--- config.mk ---
export PLATFORM = sky130hd
export DESIGN_NAME = chien_search
export DESIGN_NICKNAME = d
export VERILOG_FILES = /design/src/rtl/bch_pkg.sv /design/src/rtl/gf_mul_const.sv /design/src/rtl/chien_search.sv
export SDC_FILE = /design/constraint.sdc
export NUM_CORES = 1
export LEC_CHECK = 0
export BUFFER_PORTS_ARGS = -buffer_cell sky130_fd_sc_hd__buf_2
export CAP_MARGIN = 20
export CORE_UTILIZATION = 33
export CTS_CLUSTER_SIZE = 25
export DETAILED_ROUTE_END_ITERATION = 8
export GPL_TIMING_DRIVEN = 1
export PLACE_DENSITY = 0.6
export SLEW_MARGIN = 5
export SYNTH_ARGS = -nofsm -noshare
export SYNTH_HDL_FRONTEND = slang
export SYNTH_SLANG_ARGS = --single-unit
--- constraint.sdc ---
create_clock -name clk -period 1.5 [get_ports clk]
set_input_delay 0.225 -clock clk [delete_from_list [all_inputs] [get_ports clk]]
set_output_delay 0.225 -clock clk [all_outputs]
set_load 0.01 [all_outputs]
--- src/rtl/bch_pkg.sv ---
// Field constants, types and GF(16) helpers for the BCH(15,7) t=2 decoder.
package bch_pkg;
   localparam int N = 15;
   localparam int K = 7;
   localparam logic [3:0] GF_POLY    = 4'b0011;  // x^4 term implicit
   localparam logic [3:0] ALPHA_INV1 = 4'h9;     // alpha^14 = alpha^-1
   localparam logic [3:0] ALPHA_INV2 = 4'hD;     // alpha^13 = alpha^-2

   typedef logic [3:0] gf_t;

   typedef enum logic [1:0] {
      IDLE   = 2'd0,
      SEARCH = 2'd1,
      DONE   = 2'd2
   } chien_state_t;

   // Shift-and-add product; with one constant operand this folds to a pure XOR network.
   function automatic gf_t gf_mul(input gf_t a, input gf_t b);
      gf_t p;
      gf_t s;
      p = '0;
      s = a;
      for (int i = 0; i < 4; i++) begin
         if (b[i]) p = p ^ s;
         s = s[3] ? ({s[2:0], 1'b0} ^ GF_POLY) : {s[2:0], 1'b0};
      end
      return p;
   endfunction
endpackage

--- src/rtl/gf_mul_const.sv ---
// GF(16) multiply by a constant chosen at elaboration time; combinational.
module gf_mul_const
   import bch_pkg::*;
#(
   parameter gf_t C = 4'h1
) (
   input  logic [3:0] a,
   output logic [3:0] y
);
   assign y = gf_mul(a, C);
endmodule

--- src/rtl/chien_search.sv ---
// Chien root search for BCH(15,7) t=2: one position per cycle, result 16 cycles after acceptance,
// held under out_valid until out_ready. Define CHIEN_CORRECT_EN to build the codeword corrector.
module chien_search
   import bch_pkg::*;
(
   input  logic        clk,
   input  logic        rst,
   input  logic        in_valid,
   output logic        in_ready,
   input  logic [3:0]  l1,
   input  logic [3:0]  l2,
   input  logic [14:0] cw_i,
   output logic        out_valid,
   input  logic        out_ready,
   output logic [14:0] err_vec,
   output logic [1:0]  err_cnt,
   output logic        fail,
   output logic [14:0] cw_o
);
   chien_state_t state, state_nx;
   gf_t         t1, t2, t1_nx, t2_nx;
   logic [3:0]  pos;
   logic [1:0]  deg;
   logic        hit;
   logic        last;
   logic [1:0]  cnt_nx;
   logic [14:0] vec_nx;

   gf_mul_const #(.C(ALPHA_INV1)) u_mul_t1 (.a(t1), .y(t1_nx));
   gf_mul_const #(.C(ALPHA_INV2)) u_mul_t2 (.a(t2), .y(t2_nx));

   assign hit  = ((4'h1 ^ t1 ^ t2) == 4'h0);
   assign last = (pos == 4'd14);

   always_comb begin
      cnt_nx = err_cnt;
      vec_nx = err_vec;
      if (hit) begin
         vec_nx[pos] = 1'b1;
         if (err_cnt != 2'd3) cnt_nx = err_cnt + 2'd1;
      end
   end

   always_ff @(posedge clk) begin
      if (rst) state <= IDLE;
      else     state <= state_nx;
   end

   always_comb begin
      state_nx = state;
      case (state)
         IDLE:    if (in_valid) state_nx = SEARCH;
         SEARCH:  if (last)     state_nx = DONE;
         DONE:    if (out_ready) state_nx = IDLE;
         default: state_nx = IDLE;
      endcase
   end

   always_comb begin
      in_ready  = (state == IDLE);
      out_valid = (state == DONE);
   end

   always_ff @(posedge clk) begin
      if (rst) begin
         t1      <= '0;
         t2      <= '0;
         pos     <= '0;
         deg     <= '0;
         err_vec <= '0;
         err_cnt <= '0;
         fail    <= 1'b0;
      end else begin
         case (state)
            IDLE: if (in_valid) begin
               t1      <= l1;
               t2      <= l2;
               pos     <= '0;
               deg     <= (l2 != 4'h0) ? 2'd2 : ((l1 != 4'h0) ? 2'd1 : 2'd0);
               err_vec <= '0;
               err_cnt <= '0;
               fail    <= 1'b0;
            end
            SEARCH: begin
               t1      <= t1_nx;
               t2      <= t2_nx;
               pos     <= pos + 4'd1;
               err_vec <= vec_nx;
               err_cnt <= cnt_nx;
               if (last) fail <= (cnt_nx != deg);
            end
            default: ;
         endcase
      end
   end

`ifdef CHIEN_CORRECT_EN
   logic [14:0] cw_q;

   always_ff @(posedge clk) begin
      if (rst) begin
         cw_q <= '0;
         cw_o <= '0;
      end else begin
         if (state == IDLE && in_valid) cw_q <= cw_i;
         // Uncorrectable words pass through untouched rather than being mis-corrected.
         if (state == SEARCH && last) cw_o <= (cnt_nx != deg) ? cw_q : (cw_q ^ vec_nx);
      end
   end
`else
   logic unused_cw;
   assign unused_cw = ^cw_i;
   assign cw_o      = '0;
`endif
endmodule
# == Word-level counts from Yosys, hierarchy flattened ==
# Cells that the tools add are included.
# word_totals
regBits,34
latch_bits,0
mem_bits_rw,0
rom_bits,0
in_bits,27
output_inout_bits,35
wordCells,74
n_memories,0
# classes
n_addsub,2
multipliers,0
n_div,0
n_lt_le_gt_ge,2
eq_ne,9
shift,0
n_mux,30
bitwise_logic,12
n_reduce_logical,11
# ops
cell,count
15-bit 2-to-1 mux,2
15-bit case mux with 2 select lines,1
2-bit 2-to-1 mux,13
4-bit case mux with 2 select lines,3
4-bit bitwise XOR,4
15-bit OR,1
4-bit 2-to-1 mux,3
2-bit NOT,6
3-bit AND reduction,3
"2-bit != test, second input constant",4
4-bit nonzero test,2
2-bit case mux with 3 select lines,1
"4-bit by 5-bit < comparator with 1-bit output, second input constant",1
"4-bit by 1-bit adder with 4-bit output, second input constant",1
1-bit demux with 4-bit select,1
"4-bit == test, second input constant",1
"4-bit by 1-bit greater-or-equal comparator with 1-bit output, second input constant",1
4-bit zero test,1
1-bit 2-to-1 mux,4
2-bit case mux with 2 select lines,1
2-bit AND reduction,2
"2-bit by 1-bit adder with 2-bit output, second input constant",1
"2-bit by 1-bit == test with 1-bit output, second input constant",1
"2-bit == test, second input constant",1
other kinds (7),7

# == Logic depth before layout (Yosys ltp) ==
# Gate-level depths: netlist of the first run.
# logic_depth
ltp_word,8
mapped_depth,6
mapped_depth_nobuf,5

# == By module ==
# A second synthesis of the first run with hierarchy kept.
# hier_totals
cells_unflattened,189
area_unflattened_um2,1629.1
# modules_own_cells
mod,n_inst,cells_each,area_each_um2,seq_area_each_um2
chien_search,1,181,1569.0,680.7
gf_mul_const at u_mul_t2,1,4,40.0,0.0
gf_mul_const at u_mul_t1,1,4,20.0,0.0

# == Worst setup path before layout of the first run ==
# Ideal clock, no wire load.
# synth_path
kind,register -> register
startpoint,register state[0]
endpoint,register deg[0]
setup_ns,0.071
t_arrival_ns,1.462
required_ns,1.429
slack_ns,-0.033
stages_incl_launch_ff,7
n_path_buf,2
synth_period_minus_slack_ns,1.533
cell_sequence,dfxtp_1 clkbuf_1 or3b_2 clkbuf_1 nor2_1 o41ai_1 a21oi_1
# synth_via
elab_chain_cells,2
# synth_lines
element,line_no,text
"start, declared",chien_search.sv:20,"chien_state_t state, state_nx;"
"start signal, assigned",chien_search.sv:46,else state <= state_nx;
2-bit zero test,chien_search.sv:74,case (state)
2-bit AND reduction (no source line),n/a,
"end signal, assigned",chien_search.sv:79,deg <= (l2 != 4'h0) ? 2'd2 : ((l1 != 4'h0) ? 2'd1 : 2'd0);
"end, declared",chien_search.sv:23,logic [1:0] deg;
# No other way between the ends.
# A chain may end at the register's enable or synchronous reset.

# == Worst setup path after layout of the first run ==
# layout_path
startpoint,register t2[1]
endpoint,register fail
# layout_via
elab_chain_cells,6
# layout_lines
element,line_no,text
"start, declared",chien_search.sv:21,"gf_t t1, t2, t1_nx, t2_nx;"
"start signal, assigned",chien_search.sv:77,t2 <= l2;
"start signal, assigned",chien_search.sv:86,t2 <= t2_nx;
4-bit bitwise XOR,chien_search.sv:32,assign hit = ((4'h1 ^ t1 ^ t2) == 4'h0);
4-bit zero test,chien_search.sv:32,
2-bit 2-to-1 mux,chien_search.sv:38,if (hit) begin
2-bit != test,chien_search.sv:90,if (last) fail <= (cnt_nx != deg);
1-bit 2-to-1 mux,chien_search.sv:90,
1-bit case mux with 2 select lines,chien_search.sv:74,
"end signal, assigned",chien_search.sv:90,
"end, declared",chien_search.sv:17,"output logic fail,"
# No other way between the ends. The select of a mux whose other input is x is not followed.

==> results of run 1 <==
## power groups by stage
stage	Sequential [mW]	Combinational [mW]	Clock, mW
detailed placement	0.974	0.336	0
finish	0.973	0.447	0.815
CTS	0.958	0.352	0.847
floorplan	0.977	0.233	0
global placement	0.974	0.334	0
global route	0.976	0.480	0.881
## worst max-delay path: stages, from the launching register on
cell      delay, ps
dfxtp_1         440
xor2_4          120
buf_6           150
o41ai_4         310
o211ai_1        140
a311oi_1        300
## worst paths after layout
check,start,to,slack (ps),depth (start not counted)
min,out_ready,state[1]$_SDFFE_PP0P_,200,3
max,t2[1]$_SDFFE_PP0P_,fail$_SDFFE_PP0P_,-70,5
min reg2reg,err_vec[3]$_SDFFE_PP0P_,err_vec[3]$_SDFFE_PP0P_,470,2
max reg2reg,t2[1]$_SDFFE_PP0P_,fail$_SDFFE_PP0P_,-70,5
## synthesized netlist by cell type
master,count
a21boi_0,1
o41ai_1,3
nor3_1,1
a32oi_1,1
inv_1,5
a21oi_1,8
nand2b_1,4
xnor2_1,2
buf_4,16
dfxtp_1,34
ha_1,4
a221oi_1,1
nor2b_1,5
a311oi_1,7
xor2_1,5
nor4_4,1
or3b_2,1
nor2_1,35
nand2_1,14
a41oi_1,15
a2bb2oi_1,1
o21ai_0,2
a2111oi_1,1
clkbuf_1,7
nor3b_2,1
and2_1,1
nand3_1,5
or4_1,2
a22oi_1,1
conb_1,1
a211oi_1,3
buf_2,3
o211ai_1,2
## per-stage QoR
stage | std cells | hold slack, ps
3_5_place_dp | 303 | 458.0
5_1_grt | 315 | 200.8
3_3_place_gp | 303 | 454.1
2_1_floorplan | 207 | 379.7
4_1_cts | 311 | 189.6
6_report | 315 | 200.3
## logic make-up (layout without fill, tap and decap cells)
group                    after synthesis  count (layout)  share of synthesized area (%)
flip-flops                            34              34                          40.81
buffers and inverters                 31              72                          10.80
other                                  1              15                         0.2248
XOR/XNOR                               7               7                          3.676
adder cells (fa/ha/maj)                4               4                          3.001
AND/OR/NAND/NOR                       70              70                          20.03
AO/OA/AOI/OAI                         46              46                          21.46
## registers in the layout, indices dropped and copies added, names as in the netlist
signal   flops
deg          2
err_cnt      2
err_vec     15
fail         1
pos          4
state        2
t1           4
t2           4
## cell type report
type	count	area (µm²)
Fill cell	494	2491
Sequential cell	34	689.4
Clock inverter	1	30.03
Timing Repair Buffer	59	415.4
Inverter	5	18.77
Tap cell	67	83.83
Clock buffer	7	76.32
Multi-Input combinational cell	142	980.9
## routing by layer
layer	vias to the layer above	routed length [µm]
li1	772	-
met1	742	2096
met2	31	1982
met3	4	128
met4	0	59
met5	-	0
## what timing repair did
action,4_1_cts,5_1_grt
hold buffers,0,0
gates cloned,0,1
setup endpoints to repair,8,17
setup buffers,0,3
pin swaps,2,8
gates resized for setup,6,18
==> impl_metrics.toml, run 1 <==
[drt]
dr.pass1.iters = 6
antenna_left = 0
drc = 0
dr.first_iter.drc_count = 57
wire_per_inst_um = 13.55
via_per_inst = 4.917
drt_wl_total_mm = 4.267
routed-via-count = 1549

[global_routing]
antenna_found_initial = 0
globalRouteMet2Util_pct = 23.87
busiest_layer = "met2"
grt_pass1_vias = 1322
grt_max_degree = 24
use_met3_pct = 3.591
grt_pass1_wl_mm = 6.389
grtUsageTotal_pct = 15.83
grtUsageMet1_pct = 21.43
grt_overflow = 0

[logic_synthesis]
ys_seq_elements = 34
synth_warnings = 0
yosysTopAreaCell = "dfxtp_1"
synth.area.top_cells = "dfxtp_1, a41oi_1, nor2_1"
postSynthAreaPerCell_um2 = 8.642
ys_seq_area_share_pct = 40.81
synth_area_mm2 = 0.001668
synthDistinctLibCells = 33
synth_top_area_share_pct = 40.81
syn_inst = 193

[pwr]
p_sw_share_pct = 26.65
internal_power_mw = 1.639
peakVddDrop_mv = 0.4368
power-per-cell-area_mw_per_mm2 = 973.9
power_frac_seq_pct = 43.5
leakage_nw = 0.9567
pwr-share-clk_pct = 36.5
total_power_mw = 2.235
power.switching_mw = 0.5957
combPwrFrac_pct = 20.0

[floorplan]
boundaryPins = 62
initial_core_util_pct = 34.85
chipWidth_um = 73.09
fp.dieH_um = 73.09
die_area_mm2 = 0.005342
rows = 25
core_mm2 = 0.004786

[critical_path]
critPathArrivalTime_ps = 1740
required_ps = 1680
crit_type = "reg -> reg"
end_kind = "flip-flop"
path_max_fanout = 3
worstSetupStartpointType = "flip-flop"

[sta]
min_period_ps = 1567
hold_viol_final = 0
rsz0062_at_grt = "true"
timing.fmax_mhz = 638.3
finalSetupViolCount = 1
setup_tns_ps = -66.59
setup_ws_ps = -66.59
skew_ps = 5.377
period_share_pct = 104.4
finalMaxSlewViolations = 0

[run_status]
status = "finished with violations"
violations = "negative setup slack"

[place]
place_area_mm2 = 0.001998
io_buffers = 31
gp_congestion = 0.7332
dp_hpwl_mm = 2.787
place_ws_ps = -23.95

[finish]
final_area_mm2 = 0.002295
synthToLayoutAreaGrowth_pct = 37.58
final_core_util_pct = 47.95
drive_gt1_share_pct = 32.66
num_antenna_cells = 0
layout_common_cells = "nor2_1, buf_2, dfxtp_1"
nets = 278
layout_commonest_cell = "nor2_1"

[run]
maxCapViolations = 0

[cts]
clk_latency_ps = 280
clkTransAtPathRegs_ps = 70
clock-root-buffer = "clkbuf_8"
numCtsBuffers = 5
clockBufferDepth = 2
htree_num_levels = 2
clock_sinks = 34
tritoncts = "yes"

[hold_path]
hold_class = "in -> reg"
No activity file was read; power rests on OpenSTA's default activity.
==> run 2, diff against run 1 <==
--- a/config.mk
+++ b/config.mk
@@ -12,6 +12,7 @@
 export DETAILED_ROUTE_END_ITERATION = 8
 export GPL_TIMING_DRIVEN = 1
 export PLACE_DENSITY = 0.6
+export RECOVER_POWER = 25
 export SLEW_MARGIN = 5
 export SYNTH_ARGS = -nofsm -noshare
 export SYNTH_HDL_FRONTEND = slang
==> constraint.sdc (replaced) <==
create_clock -name clk -period 1.35 [get_ports clk]
set_input_delay 0.2025 -clock clk [delete_from_list [all_inputs] [get_ports clk]]
set_output_delay 0.2025 -clock clk [all_outputs]
set_load 0.01 [all_outputs]
==> run 2 against run 1 <==
Net effect: clock power increased by 6.3%; flip-flop and latch count unchanged; the flow still finishes with violations (negative setup slack); setup slack got worse by 94 ps; first-iteration DRC count increased by 37%; final cell count increased by 0.95%; routed wire length decreased by 9.9%; core utilization increased by 0.73 points; critical endpoint unchanged; clock-buffer cell count increased by 1; total power increased by 6.7%.
==> impl_metrics.toml, run 2 (synthesis results as in run 1) <==
[run_status]
status = "finished with violations"
violations = "negative setup slack"

[cts]
numCtsBuffers = 5
clockBufferDepth = 2
clock_sinks = 34
tritoncts = "yes"
clk_latency_ps = 280
htree_num_levels = 2
clock-root-buffer = "clkbuf_8"
clkTransAtPathRegs_ps = 70

[floorplan]
chipWidth_um = 73.09
rows = 25
boundaryPins = 62
die_area_mm2 = 0.005342
initial_core_util_pct = 34.85
core_mm2 = 0.004786
fp.dieH_um = 73.09

[pwr]
internal_power_mw = 1.751
peakVddDrop_mv = 0.4915
leakage_nw = 0.9347
p_sw_share_pct = 26.57
power.switching_mw = 0.6337
pwr-share-clk_pct = 36.3
power_frac_seq_pct = 44.9
power-per-cell-area_mw_per_mm2 = 1024
combPwrFrac_pct = 18.8
total_power_mw = 2.385

[finish]
nets = 281
synthToLayoutAreaGrowth_pct = 39.68
top_register = "err_vec"
layout_common_cells = "nor2_1, dfxtp_1, buf_4"
final_area_mm2 = 0.002330
num_antenna_cells = 0
layout_commonest_cell = "nor2_1"
largest_reg_flops = 15
drive_gt1_share_pct = 36.25
fin_cells = 318

[drt]
dr.first_iter.drc_count = 78
wl_met3_um = 182
dr.pass1.iters = 4
routed-via-count = 1529
routed.top_layer = "met4"
wl_met1_mm = 1.928
wl_met2_mm = 1.699
antenna_left = 0
wire_per_inst_um = 12.09
drc = 0
via_per_inst = 4.808
drt_wl_total_mm = 3.845

[sta]
rsz0062_at_grt = "true"
period_share_pct = 111.9
skew_ps = 5.470
finalSetupViolCount = 18
finalMaxSlewViolations = 0
timing.fmax_mhz = 661.9
hold_viol_final = 0
setup_tns_ps = -1488
setup_ws_ps = -160.7
hold_ws_ps = 124.4
min_period_ps = 1511

[place]
io_buffers = 31
place_area_mm2 = 0.002137
dp_hpwl_mm = 2.794
placedCellCount = 308
gp_congestion = 0.8766

[run]
maxCapViolations = 0

[global_routing]
grt_overflow = 0
grt_max_degree = 17
antenna_found_initial = 0
grt_pass1_vias = 1354
grtUsageTotal_pct = 15.83
grt_pass1_wl_mm = 6.479

[critical_path]
crit_type = "reg -> reg"
required_ps = 1490
end_kind = "flip-flop"
worstSetupStartpointType = "flip-flop"
path_max_fanout = 4
critPathArrivalTime_ps = 1660

[hold_path]
hold_class = "in -> reg"
[run 2: worst paths after layout]
kind | from | end | slack (ps) | depth (start not counted)
worst min-delay path | rst | state[1]$_SDFFE_PP0P_ | 120 | 2
worst max register to register | t2[2]$_SDFFE_PP0P_ | fail$_SDFFE_PP0P_ | -160 | 4
worst max-delay path | t2[2]$_SDFFE_PP0P_ | fail$_SDFFE_PP0P_ | -160 | 4
worst min register to register | err_vec[12]$_SDFFE_PP0P_ | err_vec[12]$_SDFFE_PP0P_ | 480 | 2
[run 2: power by group through the flow]
stage	combinational (mW)	clock [mW]	sequential [mW]
6_report	0.449	0.866	1.07
5_1_grt	0.491	0.945	1.07
4_1_cts	0.417	0.897	1.06
3_5_place_dp	0.401	0	1.09
3_3_place_gp	0.400	0	1.09
2_1_floorplan	0.286	0	1.09
[run 2: what timing repair did]
| item | 4_1_cts | 5_1_grt |
|---|---|---|
| gates resized for setup | 3 | 15 |
| endpoints found under the setup margin | 17 | 31 |
| buffers inserted | 1 | 1 |
| pin swaps | 1 | 4 |
| hold buffers | 0 | 0 |
| hold endpoints to repair | 0 | 0 |
[run 2: layout make-up]
type	count	area (µm²)
sequential	34	686.9
inverter	5	18.77
multi-input combinational	142	1012
clock buffer	8	110.1
fill	458	2456
tap	67	83.83
timing repair buffer	62	417.9
[run 2: per-layer routing]
metal,track usage (%),vias to the layer above
met5,0,-
met4,4.575,0
met3,3.867,5
met2,24.38,36
met1,21.90,713
li1,-,775
[run 2: worst max-delay path, stage by stage, from the launching register on]
cell and delay (ps):
dfxtp_1 400, xor2_2 290, nor4_4 100, a2111oi_1 440
a311oi_1 140
[run 2: through the flow]
stage | utilization (%) | worst slack (ps)
2_1_floorplan | - | -102.2
3_3_place_gp | 44.65 | -215.6
3_5_place_dp | 44.65 | -185.2
4_1_cts | 47.42 | -148.7
5_1_grt | 48.68 | -252.3
6_report | 48.68 | -160.7
==> run 3, diff against run 2 <==
--- a/config.mk
+++ b/config.mk
@@ -12,7 +12,6 @@
 export DETAILED_ROUTE_END_ITERATION = 8
 export GPL_TIMING_DRIVEN = 1
 export PLACE_DENSITY = 0.6
-export RECOVER_POWER = 25
 export SLEW_MARGIN = 5
 export SYNTH_ARGS = -nofsm -noshare
 export SYNTH_HDL_FRONTEND = slang
==> run 3 against run 2 <==
Net effect: the run still ends with negative setup slack left; critical path depth stayed put; global-route usage stayed put; first-iteration DRC count is 14% lower; setup slack hardly changed.
==> impl_metrics.toml, run 3 (synthesis results as in run 1) <==
[critical_path]
cp-endpoint = "fail$_SDFFE_PP0P_"
crit_chain = "xor2_2, nor4_4, a2111oi_1, a311oi_1"
crit_path_start = "t2[2]$_SDFFE_PP0P_"
critPathArrivalTime_ps = 1660
max_stage_delay_ps = 440
crit_buf_inv = 0
worstReg2RegEnd = "fail$_SDFFE_PP0P_"
path_delay_family = "compound AO/OA/AOI/OAI gates"
reg2regPathDepth = 4
rr_startpoint = "t2[2]$_SDFFE_PP0P_"
cp_slowest_cell = "a2111oi_1"
worstSetupStartpointType = "flip-flop"
path_max_fanout = 4
crit_type = "reg -> reg"
reg2reg_slack_ps = -160
end_kind = "flip-flop"
required_ps = 1490
path_depth = 4

[finish]
nets = 281
layout_common_cells = "nor2_1, buf_2, dfxtp_1"
layout_commonest_cell = "nor2_1"
drive_gt1_share_pct = 39.44
top_register = "err_vec"
num_antenna_cells = 0
synthToLayoutAreaGrowth_pct = 40.28
largest_reg_flops = 15
fin_cells = 318

[global_routing]
grt_overflow = 0
antenna_found_initial = 0
grt_pass1_vias = 1354
grt_max_degree = 17
grt_pass1_wl_mm = 6.479
grtUsageTotal_pct = 15.83

[floorplan]
fp.dieH_um = 73.09
chipWidth_um = 73.09
core_mm2 = 0.004786
die_area_mm2 = 0.005342
boundaryPins = 62
rows = 25
initial_core_util_pct = 34.85

[sta]
min_period_ps = 1511
setup_tns_ps = -1461
skew_ps = 5.471
period_share_pct = 111.9
timing.fmax_mhz = 661.9
setup_ws_ps = -160.7
rsz0062_at_grt = "true"
finalSetupViolCount = 18
hold_viol_final = 0
finalMaxSlewViolations = 0

[drt]
via_per_inst = 4.786
routed-via-count = 1522
drc = 0
wire_per_inst_um = 12.07
dr.first_iter.drc_count = 67
drt_wl_total_mm = 3.837
antenna_left = 0
dr.pass1.iters = 4

[pwr]
total_power_mw = 2.384
power-per-cell-area_mw_per_mm2 = 1019
peakVddDrop_mv = 0.4916
leakage_nw = 0.9700

[cts]
clockBufferDepth = 2
tritoncts = "yes"
clkTransAtPathRegs_ps = 70
clock-root-buffer = "clkbuf_8"
numCtsBuffers = 5
clk_latency_ps = 280
htree_num_levels = 2
clock_sinks = 34

[place]
place_ws_ps = -185.2
dp_hpwl_mm = 2.794
gp_congestion = 0.8766
placedCellCount = 308
io_buffers = 31

[run_status]
violations = "negative setup slack"
status = "finished with violations"

[run]
maxCapViolations = 0

[hold_path]
hold_class = "in -> reg"
[run 3: how the worst min path moves through the flow]
stage,startpoint,endpoint,slack (ps),cells past startpoint
after global placement,rst,state[1]$_SDFFE_PP0P_,430,2
after detailed placement,rst,state[1]$_SDFFE_PP0P_,430,2
after CTS,rst,state[1]$_SDFFE_PP0P_,130,2
after global routing,rst,state[0]$_SDFFE_PP0P_,130,2
after floorplan,l2[1],t2[1]$_SDFFE_PP0P_,350,2
final,rst,state[1]$_SDFFE_PP0P_,120,2
[run 3: per-layer routing]
metal  routed length [µm]  up-vias  part of all wire, %  track usage (%)
li1                     -      775                    -                -
met2                 1705       36                   44            24.38
met5                    0        -                    0                0
met3                  175        5                  4.6            3.867
met4                   36        0                 0.94            4.575
met1                 1920      706                   50            21.90
[run 3: area by class of cell]
class / count / area, µm²
clock buffers: 8 / 110.1
fillers: 456 / 2446
inverters: 5 / 18.77
multi-input cells: 142 / 1012
flip-flops and latches: 34 / 686.9
well taps: 67 / 83.83
repair buffers: 62 / 427.9
[run 3: per-stage QoR]
stage / hold WS (ps) / utilization, % / instance area (µm²)
after floorplan: 354.0 / - / 1831
after global placement: 431.7 / 44.65 / 2137
after detailed placement: 431.8 / 44.65 / 2137
after CTS: 129.9 / 47.42 / 2270
after global routing: 126.4 / 48.89 / 2340
final: 124.4 / 48.89 / 2340
[run 3: report_power, final]
group | internal, mW | switching, mW
Combinational | 0.199 | 0.249
Clock | 0.515 | 0.351
Sequential | 1.04 | 0.0327
[run 3: worst register-to-register path, cell delays in order (launching register included)]
cell	delay, ps
dfxtp_1	400
xor2_2	290
nor4_4	100
a2111oi_1	440
a311oi_1	140
[run 3: timing repair]
| item | CTS | global route |
|---|---|---|
| pin swaps | 1 | 4 |
| hold buffers | 0 | 0 |
| setup endpoints to repair | 17 | 31 |
| resized for setup | 3 | 15 |
| buffers inserted | 1 | 1 |
